==> src/rtl/safe_pkg.sv <==
// Shared definitions for the safe-lock password datapath: key codes,
// FSM state encoding and small decode helpers.
package safe_pkg;

   localparam logic [3:0] KEY_A        = 4'hA;
   localparam logic [3:0] KEY_B        = 4'hB;
   localparam logic [3:0] KEY_C        = 4'hD;
   localparam logic [3:0] KEY_D        = 4'hE;
   localparam logic [3:0] BLANK_NIBBLE = 4'hF;

   typedef enum logic [1:0] {
      ST_NORMAL      = 2'd0,
      ST_SET_NEW     = 2'd1,
      ST_SET_CONFIRM = 2'd2
   } pwd_state_e;

   function automatic logic is_digit(input logic [3:0] code);
      return code <= 4'd9;
   endfunction

endpackage

==> src/rtl/pwd_entry_buf.sv <==
// Keypad entry buffer: appends digits left to right, backspace and clear,
// with the digit count and a display image where empty slots read BLANK_NIBBLE.
module pwd_entry_buf
   import safe_pkg::*;
#(
   parameter  int unsigned PWD_LEN = 4,
   localparam int unsigned CNT_W   = $clog2(PWD_LEN + 1),
   localparam int unsigned DISP_W  = 4 * PWD_LEN
) (
   input  logic              clk,
   input  logic              rst,
   input  logic              clr,
   input  logic              push,
   input  logic              pop,
   input  logic [3:0]        digit,
   output logic [CNT_W-1:0]  digit_cnt,
   output logic              entry_full,
   output logic [DISP_W-1:0] entry_disp
);

   logic [3:0]       digits [PWD_LEN];
   logic [CNT_W-1:0] cnt_nxt;

   // Next count: clear wins; a full buffer ignores digits, an empty one ignores backspace.
   always_comb begin
      cnt_nxt = digit_cnt;
      if (clr)
         cnt_nxt = '0;
      else if (push && !entry_full)
         cnt_nxt = digit_cnt + CNT_W'(1);
      else if (pop && (digit_cnt != '0))
         cnt_nxt = digit_cnt - CNT_W'(1);
   end

   always_ff @(posedge clk) begin
      if (rst) begin
         for (int unsigned i = 0; i < PWD_LEN; i++)
            digits[i] <= BLANK_NIBBLE;
         digit_cnt  <= '0;
         entry_full <= 1'b0;
      end else begin
         for (int unsigned i = 0; i < PWD_LEN; i++) begin
            if (clr)
               digits[i] <= BLANK_NIBBLE;
            else if (push && !entry_full && (digit_cnt == CNT_W'(i)))
               digits[i] <= digit;
            else if (pop && (digit_cnt == CNT_W'(i + 1)))
               digits[i] <= BLANK_NIBBLE;
         end
         digit_cnt  <= cnt_nxt;
         entry_full <= (cnt_nxt == CNT_W'(PWD_LEN));
      end
   end

   // Digit 0 occupies the most significant nibble.
   always_comb begin
      entry_disp = '0;
      for (int unsigned i = 0; i < PWD_LEN; i++)
         entry_disp[DISP_W - 4 - 4 * i +: 4] = digits[i];
   end

endmodule

==> src/rtl/pwd_store_ctrl.sv <==
// Password store controller: holds the stored password, reports a match of the
// entry buffer, and runs the two-pass new/confirm password setting flow.
module pwd_store_ctrl
   import safe_pkg::*;
#(
   parameter  int unsigned           PWD_LEN     = 4,
   parameter  logic [4*PWD_LEN-1:0]  DEFAULT_PWD = 16'h1234,
   localparam int unsigned           CNT_W       = $clog2(PWD_LEN + 1),
   localparam int unsigned           DISP_W      = 4 * PWD_LEN
) (
   input  logic              clk,
   input  logic              rst,
   input  logic [3:0]        key_value,
   input  logic              key_pulse,
   input  logic              setting_en,
   output logic              pwd_match,
   output logic              setting_done,
   output logic              set_fail,
   output logic              set_busy,
   output logic [CNT_W-1:0]  digit_cnt,
   output logic              entry_full,
   output logic [DISP_W-1:0] entry_disp
);

   pwd_state_e        state, state_nxt;
   logic              en_q;
   logic [DISP_W-1:0] temp_pwd;
   logic [DISP_W-1:0] stored_pwd;

   logic key_digit, key_conf, key_back, key_clear;
   logic en_rise;
   logic buf_clr, buf_push, buf_pop;
   logic temp_ld, stored_ld, done_nxt, fail_nxt;

   // Key decode; KEY_D and unassigned codes produce no action.
   always_comb begin
      key_digit = 1'b0;
      key_conf  = 1'b0;
      key_back  = 1'b0;
      key_clear = 1'b0;
      if (key_pulse) begin
         case (key_value)
            KEY_A:   key_conf  = 1'b1;
            KEY_B:   key_back  = 1'b1;
            KEY_C:   key_clear = 1'b1;
            KEY_D:   ;
            default: key_digit = is_digit(key_value);
         endcase
      end
   end

   assign en_rise = setting_en && !en_q;

   always_ff @(posedge clk) begin
      if (rst)
         state <= ST_NORMAL;
      else
         state <= state_nxt;
   end

   // Next state and buffer/register control; an ordinary key edits the buffer.
   always_comb begin
      state_nxt = state;
      buf_clr   = 1'b0;
      buf_push  = 1'b0;
      buf_pop   = 1'b0;
      temp_ld   = 1'b0;
      stored_ld = 1'b0;
      done_nxt  = 1'b0;
      fail_nxt  = 1'b0;
      case (state)
         ST_NORMAL: begin
            if (en_rise) begin
               state_nxt = ST_SET_NEW;
               buf_clr   = 1'b1;
            end else if (key_conf || key_clear) begin
               buf_clr = 1'b1;
            end else begin
               buf_push = key_digit;
               buf_pop  = key_back;
            end
         end
         ST_SET_NEW, ST_SET_CONFIRM: begin
            if (!setting_en) begin
               state_nxt = ST_NORMAL;
               buf_clr   = 1'b1;
            end else if (key_clear) begin
               state_nxt = ST_NORMAL;
               buf_clr   = 1'b1;
               done_nxt  = 1'b1;
               fail_nxt  = 1'b1;
            end else if (key_conf) begin
               buf_clr = 1'b1;
               if (state == ST_SET_NEW) begin
                  if (entry_full) begin
                     temp_ld   = 1'b1;
                     state_nxt = ST_SET_CONFIRM;
                  end else begin
                     fail_nxt = 1'b1;
                  end
               end else if (entry_full && (entry_disp == temp_pwd)) begin
                  stored_ld = 1'b1;
                  done_nxt  = 1'b1;
                  state_nxt = ST_NORMAL;
               end else begin
                  fail_nxt  = 1'b1;
                  state_nxt = ST_SET_NEW;
               end
            end else begin
               buf_push = key_digit;
               buf_pop  = key_back;
            end
         end
         default: begin
            state_nxt = ST_NORMAL;
            buf_clr   = 1'b1;
         end
      endcase
   end

   // Password registers and registered status outputs.
   always_ff @(posedge clk) begin
      if (rst) begin
         en_q         <= 1'b0;
         temp_pwd     <= '0;
         stored_pwd   <= DEFAULT_PWD;
         pwd_match    <= 1'b0;
         setting_done <= 1'b0;
         set_fail     <= 1'b0;
         set_busy     <= 1'b0;
      end else begin
         en_q <= setting_en;
         if (temp_ld)
            temp_pwd <= entry_disp;
         if (stored_ld)
            stored_pwd <= temp_pwd;
         pwd_match    <= (state == ST_NORMAL) && entry_full && (entry_disp == stored_pwd);
         setting_done <= done_nxt;
         set_fail     <= fail_nxt;
         set_busy     <= (state_nxt != ST_NORMAL);
      end
   end

   pwd_entry_buf #(
      .PWD_LEN (PWD_LEN)
   ) u_entry_buf (
      .clk        (clk),
      .rst        (rst),
      .clr        (buf_clr),
      .push       (buf_push),
      .pop        (buf_pop),
      .digit      (key_value),
      .digit_cnt  (digit_cnt),
      .entry_full (entry_full),
      .entry_disp (entry_disp)
   );

endmodule

==> config.mk <==
export PLATFORM = sky130hd
export DESIGN_NAME = pwd_store_ctrl
export DESIGN_NICKNAME = d
export VERILOG_FILES = /design/src/rtl/safe_pkg.sv /design/src/rtl/pwd_entry_buf.sv /design/src/rtl/pwd_store_ctrl.sv
export SDC_FILE = /design/constraint.sdc
export NUM_CORES = 1
export LEC_CHECK = 0
export BUFFER_PORTS_ARGS = -buffer_cell sky130_fd_sc_hd__buf_2
export CAP_MARGIN = 20
export CORE_MARGIN = 1.5
export CORE_UTILIZATION = 59
export CTS_CLUSTER_DIAMETER = 80
export DETAILED_ROUTE_END_ITERATION = 12
export PLACE_DENSITY = 0.8
export SYNTH_ARGS = -nofsm -noshare
export SYNTH_HDL_FRONTEND = slang
export SYNTH_SLANG_ARGS = --single-unit
==> constraint.sdc <==
create_clock -name clk -period 2.7 [get_ports clk]
set_input_delay 0 -clock clk [delete_from_list [all_inputs] [get_ports clk]]
set_output_delay 0 -clock clk [all_outputs]
set_load 0.02 [all_outputs]
# [Yosys cells after proc, flatten, opt, wreduce, memory -nomap -nowiden]
# Memories as Yosys holds them, arrays and structs flattened.
# Cells that the tools add are included.
[totals] reg_bits=43 latchBits=0 ramBits=16 rom_bits=0 in_bits=8 output_inout_bits=24 word_cells=173 n_memories=1
[op_classes] add_sub_neg=2 n_mul=0 div=0 n_lt_le_gt_ge=1 eq_ne=13 shifts=0 mux=108 bitwise_logic=14 reduce_logical=24
[mem_list] memory="u_entry_buf.digits" words=4 width=4 read_ports=4 rd_clocked_by_memory_dff=0 write_ports=4 line_no="pwd_entry_buf.sv:21" text="logic [3:0] digits [PWD_LEN];"
[ops] cell="1-bit two-way mux" count=83
[ops] cell="4-bit two-way mux" count=12
[ops] cell="16-bit == test" count=2
[ops] cell="4-bit == test, second input constant" count=4
[ops] cell="1-bit logical AND" count=14
[ops] cell="2-bit two-way mux" count=6
[ops] cell="1-bit OR" count=12
[ops] cell="3-bit two-way mux" count=3
[ops] cell="3-bit by 2-bit == test with 1-bit output, second input constant" count=2
[ops] cell="3-bit == test, second input constant" count=2
[ops] cell="1-bit one-hot mux with 2 select lines" count=3
[ops] cell="4-bit less-or-equal comparator, second input constant" count=1
[ops] cell="2-bit one-hot mux with 2 select lines" count=1
[ops] cell="4-bit OR reduction" count=1
[ops] cell="3-bit by 1-bit adder with 3-bit output, second input constant" count=1
[ops] cell="3-bit by 1-bit == test with 1-bit output, second input constant" count=1
[ops] cell="3-bit logical NOT" count=1
[ops] cell="3-bit nonzero test" count=1
[ops] cell="3-bit OR reduction" count=1
[ops] cell="3-bit by 1-bit subtractor with 3-bit output, second input constant" count=1
[ops] cell="2-bit by 1-bit == test with 1-bit output, second input constant" count=1
[ops] cell="2-bit == test, second input constant" count=1
[ops] cell="1-bit logical NOT" count=2
[ops] cell="2-bit logical NOT" count=1
[ops] cell="other kinds (4)" count=5

# [Logic depth before layout (Yosys ltp)]
# Gate-level depths: netlist of the first run.
[logic_depth] word_depth=16 depth_mapped=8 ltp_nobuf=7

# [By module]
# A second synthesis of the first run with hierarchy kept.
[unflattened] hier_cells=305 area_unflattened_um2=3074.2
[by_module_without_submodules] mod="pwd_store_ctrl" instances=1 cells_per_inst=221 area_each_um2=2082.0 seq_area_each_um2=780.7
[by_module_without_submodules] mod="pwd_entry_buf" instances=1 cells_per_inst=84 area_each_um2=992.2 seq_area_each_um2=560.5

# [Least setup slack after synthesis of the first run]
# OpenSTA, ideal clock, no wires.
[synth_path] kind="register -> register" from="reg state[0]" to="mem u_entry_buf.digits[0][0] (enable)" setup_ps=361 t_arrival_ps=2044 required_time_ps=2339 setup_slack_ps=294 path_stages_with_launch=9 n_path_buf=1 period_less_slack_ps=2406 path_cell_list="dfxtp_1 > inv_1 > ha_1 > nand2_1 > o22a_1 > buf_2 > nor3_1 > a22oi_1 > o21ai_0"
[synth_lines] element="from (decl)" line_no="pwd_store_ctrl.sv:25" text="pwd_state_e state, state_nxt;"
[synth_lines] element="from (signal assigned)" line_no="pwd_store_ctrl.sv:58" text="state <= state_nxt;"
[synth_lines] element="to (decl)" line_no="pwd_entry_buf.sv:21"

==> metrics, run 1 <==
Distinct cells, synth=56; fin util=70.2%; Worst Hold Class=input port to flip-flop; Die Y=75.6 um; vias in the first global route=2402; Post-synth EDFFs=16; post-cts gate resize count=0; core region area=5110 sq um; R2R setup slack=0.16 ns; die area=5710 sq um; Hold Violations, Final=0; Worst Hold Path Cells=2; Reg-to-Reg End=u_entry_buf.digits[0][3]$_SDFFCE_PP1P_; yosys synthesis warning count=0; hold path start=key_value[1]; Worst EP required=2.76 ns; Mapped Nets=331; CTS Buf Count=9; slew margin rel.=52.8%; Seq/Total Area, Yosys=43.2%; vias=2587; ys async rst share=0%; Top FF cell, synth=dfxtp_1; P_leak=1.23 nW; Worst Setup Start Kind=flip-flop; Pwr Total=2.07 mW; WL final=7.38 mm; CTS Buffer Depth=2; hold endpoint=u_entry_buf.digits[2][1]$_SDFFCE_PP1P_; max_cap viols=0; routed len/inst=17.2 um; DRT Pass-1 Iters=5; io pins=32; CTS root buf=clkbuf_8; H-tree levels=3; post-layout minimum cycle time=2.54 ns; clock transition at the registers of the reported paths=0.07 ns; max frequency=0.393 GHz; gpl congestion=0.927; TritonCTS clock tree=yes; arrival time worst endpoint=2.60 ns; post-CTS setup buffers=0; antenna diode count=0; Mapped Cells=314; PwrDens=577 nW/um^2; Layout Skew=0.00450 ns; commonest cells after routing, fill and taps aside=dfxtp_1, buf_2, xor2_1; Residual DRC=0; DP Area=3340 sq um; syn_area_per_cell=9.90 sq um; Sequential Area=1340 sq um; FILL cells=399; Initial Utilization=60.9%; multi-input logic area=1640 sq um; reg2reg start=state[0]$_SDFF_PP0_; RSZ-0062 raised after global routing=false; HPWL after DPL=5.11 mm; Final Slew Violations=0; Max VDD drop=494 uV; Non-Filler Instances=428; Post-Layout Inst Area=3590 sq um; First DRT Iteration DRCs=252; Fin Setup TNS=0 ns; gr ovfl total=0; port bufs=31; initial antenna violation count=0; dpl cells=411; final setup fails=0; DR vias/cell=6.04; WS Path Type=flip-flop to flip-flop; largest net degree at the start of global routing=36; Seq cells post-synth=59; clk_lat worst skew=0.34 ns; Crit. End Element=flip-flop; hold buffer count at cts=1; row count=26; Post-DRT Antenna Nets=0; GRT Total Usage=26.8%; Final #Nets=370; Worst Tran Pin Value=0.705 ns; first-pass GRT wire length=11.4 mm; commonest non-fill, non-tap cell in the layout=dfxtp_1; crit share post-route=94.2%; Die Wd=75.6 um; Area Overhead vs Synth=15.4%; CTS sink count=59; crit-path max FO=11; share of cells above drive strength 1=19.3%; status=finished, final reports clean; Netlist Area Pre-Place=3110 sq um; FF-to-FF path depth=8
-- registers in the layout (all words and copies together) (netlist names) --
signal                  cells
en_q                        1
set_fail                    1
state                       2
u_entry_buf.digit_cnt       3
pwd_match                   1
setting_done                1
set_busy                    1
temp_pwd                   16
u_entry_buf.digits         16
stored_pwd                 16
u_entry_buf.entry_full      1
-- synthesized netlist by cell type, types with 3 or more instances --
library cell / count / area (sq um)
nand2b_1: 11 / 68.8
a31oi_1: 7 / 43.8
o21ai_0: 10 / 50.1
nor2_1: 26 / 97.6
clkbuf_1: 6 / 22.5
o31ai_1: 12 / 90.1
dfxtp_1: 43 / 861
a21oi_1: 14 / 70.1
nor3_1: 8 / 40.0
nand2_1: 11 / 41.3
inv_1: 9 / 33.8
xor2_1: 29 / 254
nand3_1: 3 / 15.0
xnor2_1: 3 / 26.3
a211oi_1: 4 / 30.0
and3_1: 3 / 18.8
nand4_1: 14 / 87.6
or2_2: 3 / 18.8
nor4_1: 11 / 68.8
ha_1: 9 / 113
edfxtp_1: 16 / 480
nor2b_1: 3 / 18.8
buf_2: 5 / 25.0
mux2i_1: 16 / 160
-- through the flow --
stage                     setup WS (ns)  hold WS [ns]
after global placement            0.313         0.284
after detailed placement          0.220         0.287
final                             0.157        0.0524
after floorplan                   0.294         0.128
after CTS                         0.196        0.0522
after global routing             0.0264        0.0864
-- cell type report --
type                    instances  share of cell area [%]
clock buffers                  10                    3.84
clock inverters                 6                    2.86
inverters                       9                   0.942
multi-input cells             231                    45.6
flip-flops and latches         59                    37.4
well taps                      70                    2.44
repair buffers                 43                    6.91
-- how the worst max path moves through the flow --
stage | start | end | slack (ns) | cells past startpoint
final | state[0]$_SDFF_PP0_ | u_entry_buf.digits[0][3]$_SDFFCE_PP1P_ | 0.16 | 8
after global routing | state[0]$_SDFF_PP0_ | u_entry_buf.digits[1][2]$_SDFFCE_PP1P_ | 0.03 | 8
after CTS | state[0]$_SDFF_PP0_ | u_entry_buf.digits[0][3]$_SDFFCE_PP1P_ | 0.20 | 8
after detailed placement | state[0]$_SDFF_PP0_ | u_entry_buf.digits[0][3]$_SDFFCE_PP1P_ | 0.22 | 8
after global placement | state[0]$_SDFF_PP0_ | u_entry_buf.digits[0][2]$_SDFFCE_PP1P_ | 0.31 | 8
after floorplan | state[0]$_SDFF_PP0_ | u_entry_buf.digits[0][0]$_SDFFCE_PP1P_ | 0.29 | 8
-- metal layers --
layer | part of all wire [%] | track usage [%] | vias up
li1 | - | - | 1236
met1 | 44 | 34.0 | 1220
met2 | 47 | 44.2 | 112
met3 | 6.2 | 5.03 | 19
met4 | 2.6 | 12.7 | 0
met5 | 0 | 0 | -
-- worst max-delay path: stages, from the launching register on --
cell	delay, ns
dfxtp_1	0.39
inv_1	0.07
ha_1	0.33
nand2_1	0.19
o22a_1	0.38
nor3_1	0.43
a22oi_1	0.11
o21ai_0	0.21
buf_4	0.17
-- cell families after synthesis --
logic type / share of synthesized area (%)
adder cells (fa/ha/maj): 3.62
AO/OA/AOI/OAI: 14.2
buffers and inverters: 4.23
XOR/XNOR: 9.02
flip-flops: 43.2
multiplexers: 5.15
AND/OR/NAND/NOR: 20.7
-- power by group --
part,switching [mW],leakage [nW],internal (mW)
logic,0.100,0.641,0.0545
clock network,0.353,0.121,0.630
registers,0.0116,0.465,0.919
total,0.465,1.23,1.60
(Power assumes the default switching activity.)
==> run 2: changes to the inputs <==
- BUFFER_PORTS_ARGS: -buffer_cell sky130_fd_sc_hd__buf_2 -> unset
- CORE_UTILIZATION: 59 -> 60
- DONT_BUFFER_PORTS: unset -> 1
- PLACE_DENSITY: 0.8 -> 0.76
==> metrics, run 2 (synthesis results as in run 1) <==
status=finished, final reports clean; WL final=7.55 mm (+2.3%); Die Y=75.0 um (-0.81%); max frequency=0.390 GHz (-0.92%); Post-DRT Antenna Nets=0 (unchanged); io pins=32 (unchanged); Post-Layout Inst Area=3470 sq um (-3.1%); port bufs=0 (-100%); gpl congestion=0.822 (-11%); Fin Setup TNS=0 ns (unchanged); CTS root buf=clkbuf_8; Initial Utilization=61.6% (+0.79 points); post-layout minimum cycle time=2.57 ns (+0.0236 ns); Pwr Total=1.76 mW (-15%); met3 Usage GRT=7.90% (+2.9 points); WHS=0.0300 ns (-0.0224 ns); final setup fails=0 (unchanged); H-tree levels=3 (unchanged); max_cap viols=0 (unchanged); Worst Tran Pin Value=0.657 ns (-0.0488 ns); crit-path max FO=7 (-4); share of cells above drive strength 1=13.4% (-5.9 points); Residual DRC=0 (unchanged); FILL cells=405 (+1.5%); GRT Total Usage=28.4% (+1.6 points); arrival time worst endpoint=2.85 ns (+0.25 ns); PwrDens=507 nW/um^2 (-12%); clock transition at the registers of the reported paths=0.06 ns (about the same); post-CTS setup buffers=0 (unchanged); Crit. End Element=flip-flop; WS Path Type=flip-flop to flip-flop; GR Layer Usage met1=34.3% (+0.24 points); Area Overhead vs Synth=11.8%; commonest cells after routing, fill and taps aside=dfxtp_1, xor2_1, nor2_1; routing usage on met2=46.7% (+2.6 points); Layout Skew=0.00503 ns (+0.000525 ns); DRT Pass-1 Iters=5 (unchanged); gr ovfl total=0 (unchanged); clk_lat worst skew=0.34 ns (about the same); Final Slew Violations=0 (unchanged); crit share post-route=95.1% (+0.87 points); HPWL after DPL=5.10 mm (-0.31%); DR vias/cell=6.26 (+3.5%); routed len/inst=18.6 um (+7.6%); Final #Nets=350 (-5.4%); Die Wd=75.0 um (-0.81%); First DRT Iteration DRCs=167 (-34%); Sequential Area=1340 sq um (unchanged); Crit-path slowest cell=edfxtp_1; die area=5620 sq um (-1.6%); Worst Setup Start Kind=flip-flop; slew margin rel.=56.1% (+3.3 points); DP Area=3210 sq um (-3.8%); Buf+Inv Stages, Crit Path=2 (unchanged); Max VDD drop=307 uV (-38%); TritonCTS clock tree=yes; core region area=5040 sq um (-1.3%); grt peak-use layer=met2; first-pass GRT wire length=11.6 mm (+2.1%); vias in the first global route=2403 (+0.042%); commonest non-fill, non-tap cell in the layout=dfxtp_1; Worst EP required=2.98 ns (+0.22 ns); multi-input logic area=1650 sq um (+0.84%); fin util=68.9% (-1.3 points); CTS sink count=59 (unchanged); CTS Buf Count=9 (unchanged); crit-path cells=xor2_1, nor4_2, and4_2, buf_4, nand4_1, a21oi_1, dlygate4sd3_1; antenna diode count=0 (unchanged); row count=26 (unchanged); CTS Buffer Depth=2 (unchanged); slowest cell delay on critical path=0.56 ns (+0.13 ns); RSZ-0062 raised after global routing=false; largest net degree at the start of global routing=37 (+2.8%); vias=2547 (-1.5%); CP top delay family=simple AND/OR/NAND/NOR gates; Worst Hold Class=input port to flip-flop; Regs by FF count=stored_pwd: 16 flops, temp_pwd: 16 flops, u_entry_buf.digits: 16 flops; Hold Violations, Final=0 (unchanged); initial antenna violation count=0 (unchanged); P_leak=1.14 nW (-7.2%)
==> run 2: where the power goes <==
group / switching, mW / total (mW) / leakage [nW] / internal (mW)
sequential: 0.0202 / 0.940 / 0.465 / 0.920
clock: 0.328 / 0.676 / 0.0860 / 0.348
combinational: 0.0906 / 0.146 / 0.588 / 0.0559
==> run 2: repair_timing <==
action                                 CTS  global route
gates resized for setup                  0             3
endpoints found under the hold margin   54             0
hold buffers                             8             0
setup endpoints to repair                0             1
==> run 2: routing by layer <==
metal	up-vias	part of all wire, %
met5	-	0
met1	1233	42
met3	22	6.1
li1	1195	-
met4	0	3.3
met2	97	48
==> run 2: final timing paths <==
check | from | endpoint | slack, ns | cells after the start
worst max-delay path | u_entry_buf.digits[0][3]$_SDFFCE_PP1P_ | stored_pwd[15]$_SDFFE_PP0P_ | 0.13 | 7
worst min-delay path | key_value[3] | set_fail$_SDFF_PP0_ | 0.03 | 3
worst max register to register | u_entry_buf.digits[0][3]$_SDFFCE_PP1P_ | stored_pwd[15]$_SDFFE_PP0P_ | 0.13 | 7
worst min register to register | stored_pwd[6]$_SDFFE_PP0P_ | stored_pwd[6]$_SDFFE_PP0P_ | 0.48 | 2
==> run 2: area by class of cell <==
cell class                      instances  share of cell area [%]
Tap cell                               70                    2.52
Multi-Input combinational cell        231                    47.5
Clock buffer                           12                    4.18
Sequential cell                        59                    38.6
Clock inverter                          3                   0.432
Timing Repair Buffer                   23                    5.83
Inverter                                9                   0.972
==> run 2: per-stage QoR <==
| step | instances | setup WS, ns |
|---|---|---|
| final | 407 | 0.133 |
| after detailed placement | 384 | 0.281 |
| after global routing | 407 | 0.0283 |
| after floorplan | 314 | 0.294 |
| after CTS | 407 | 0.0234 |
| after global placement | 384 | 0.348 |
==> run 2: worst min-delay path: cells and delay by family <==
| kind | cells | cell delay (ns) |
|---|---|---|
| and+or+nand+nor | 2 | 0.26 |
| AOI/OAI and AO/OA | 1 | 0.07 |
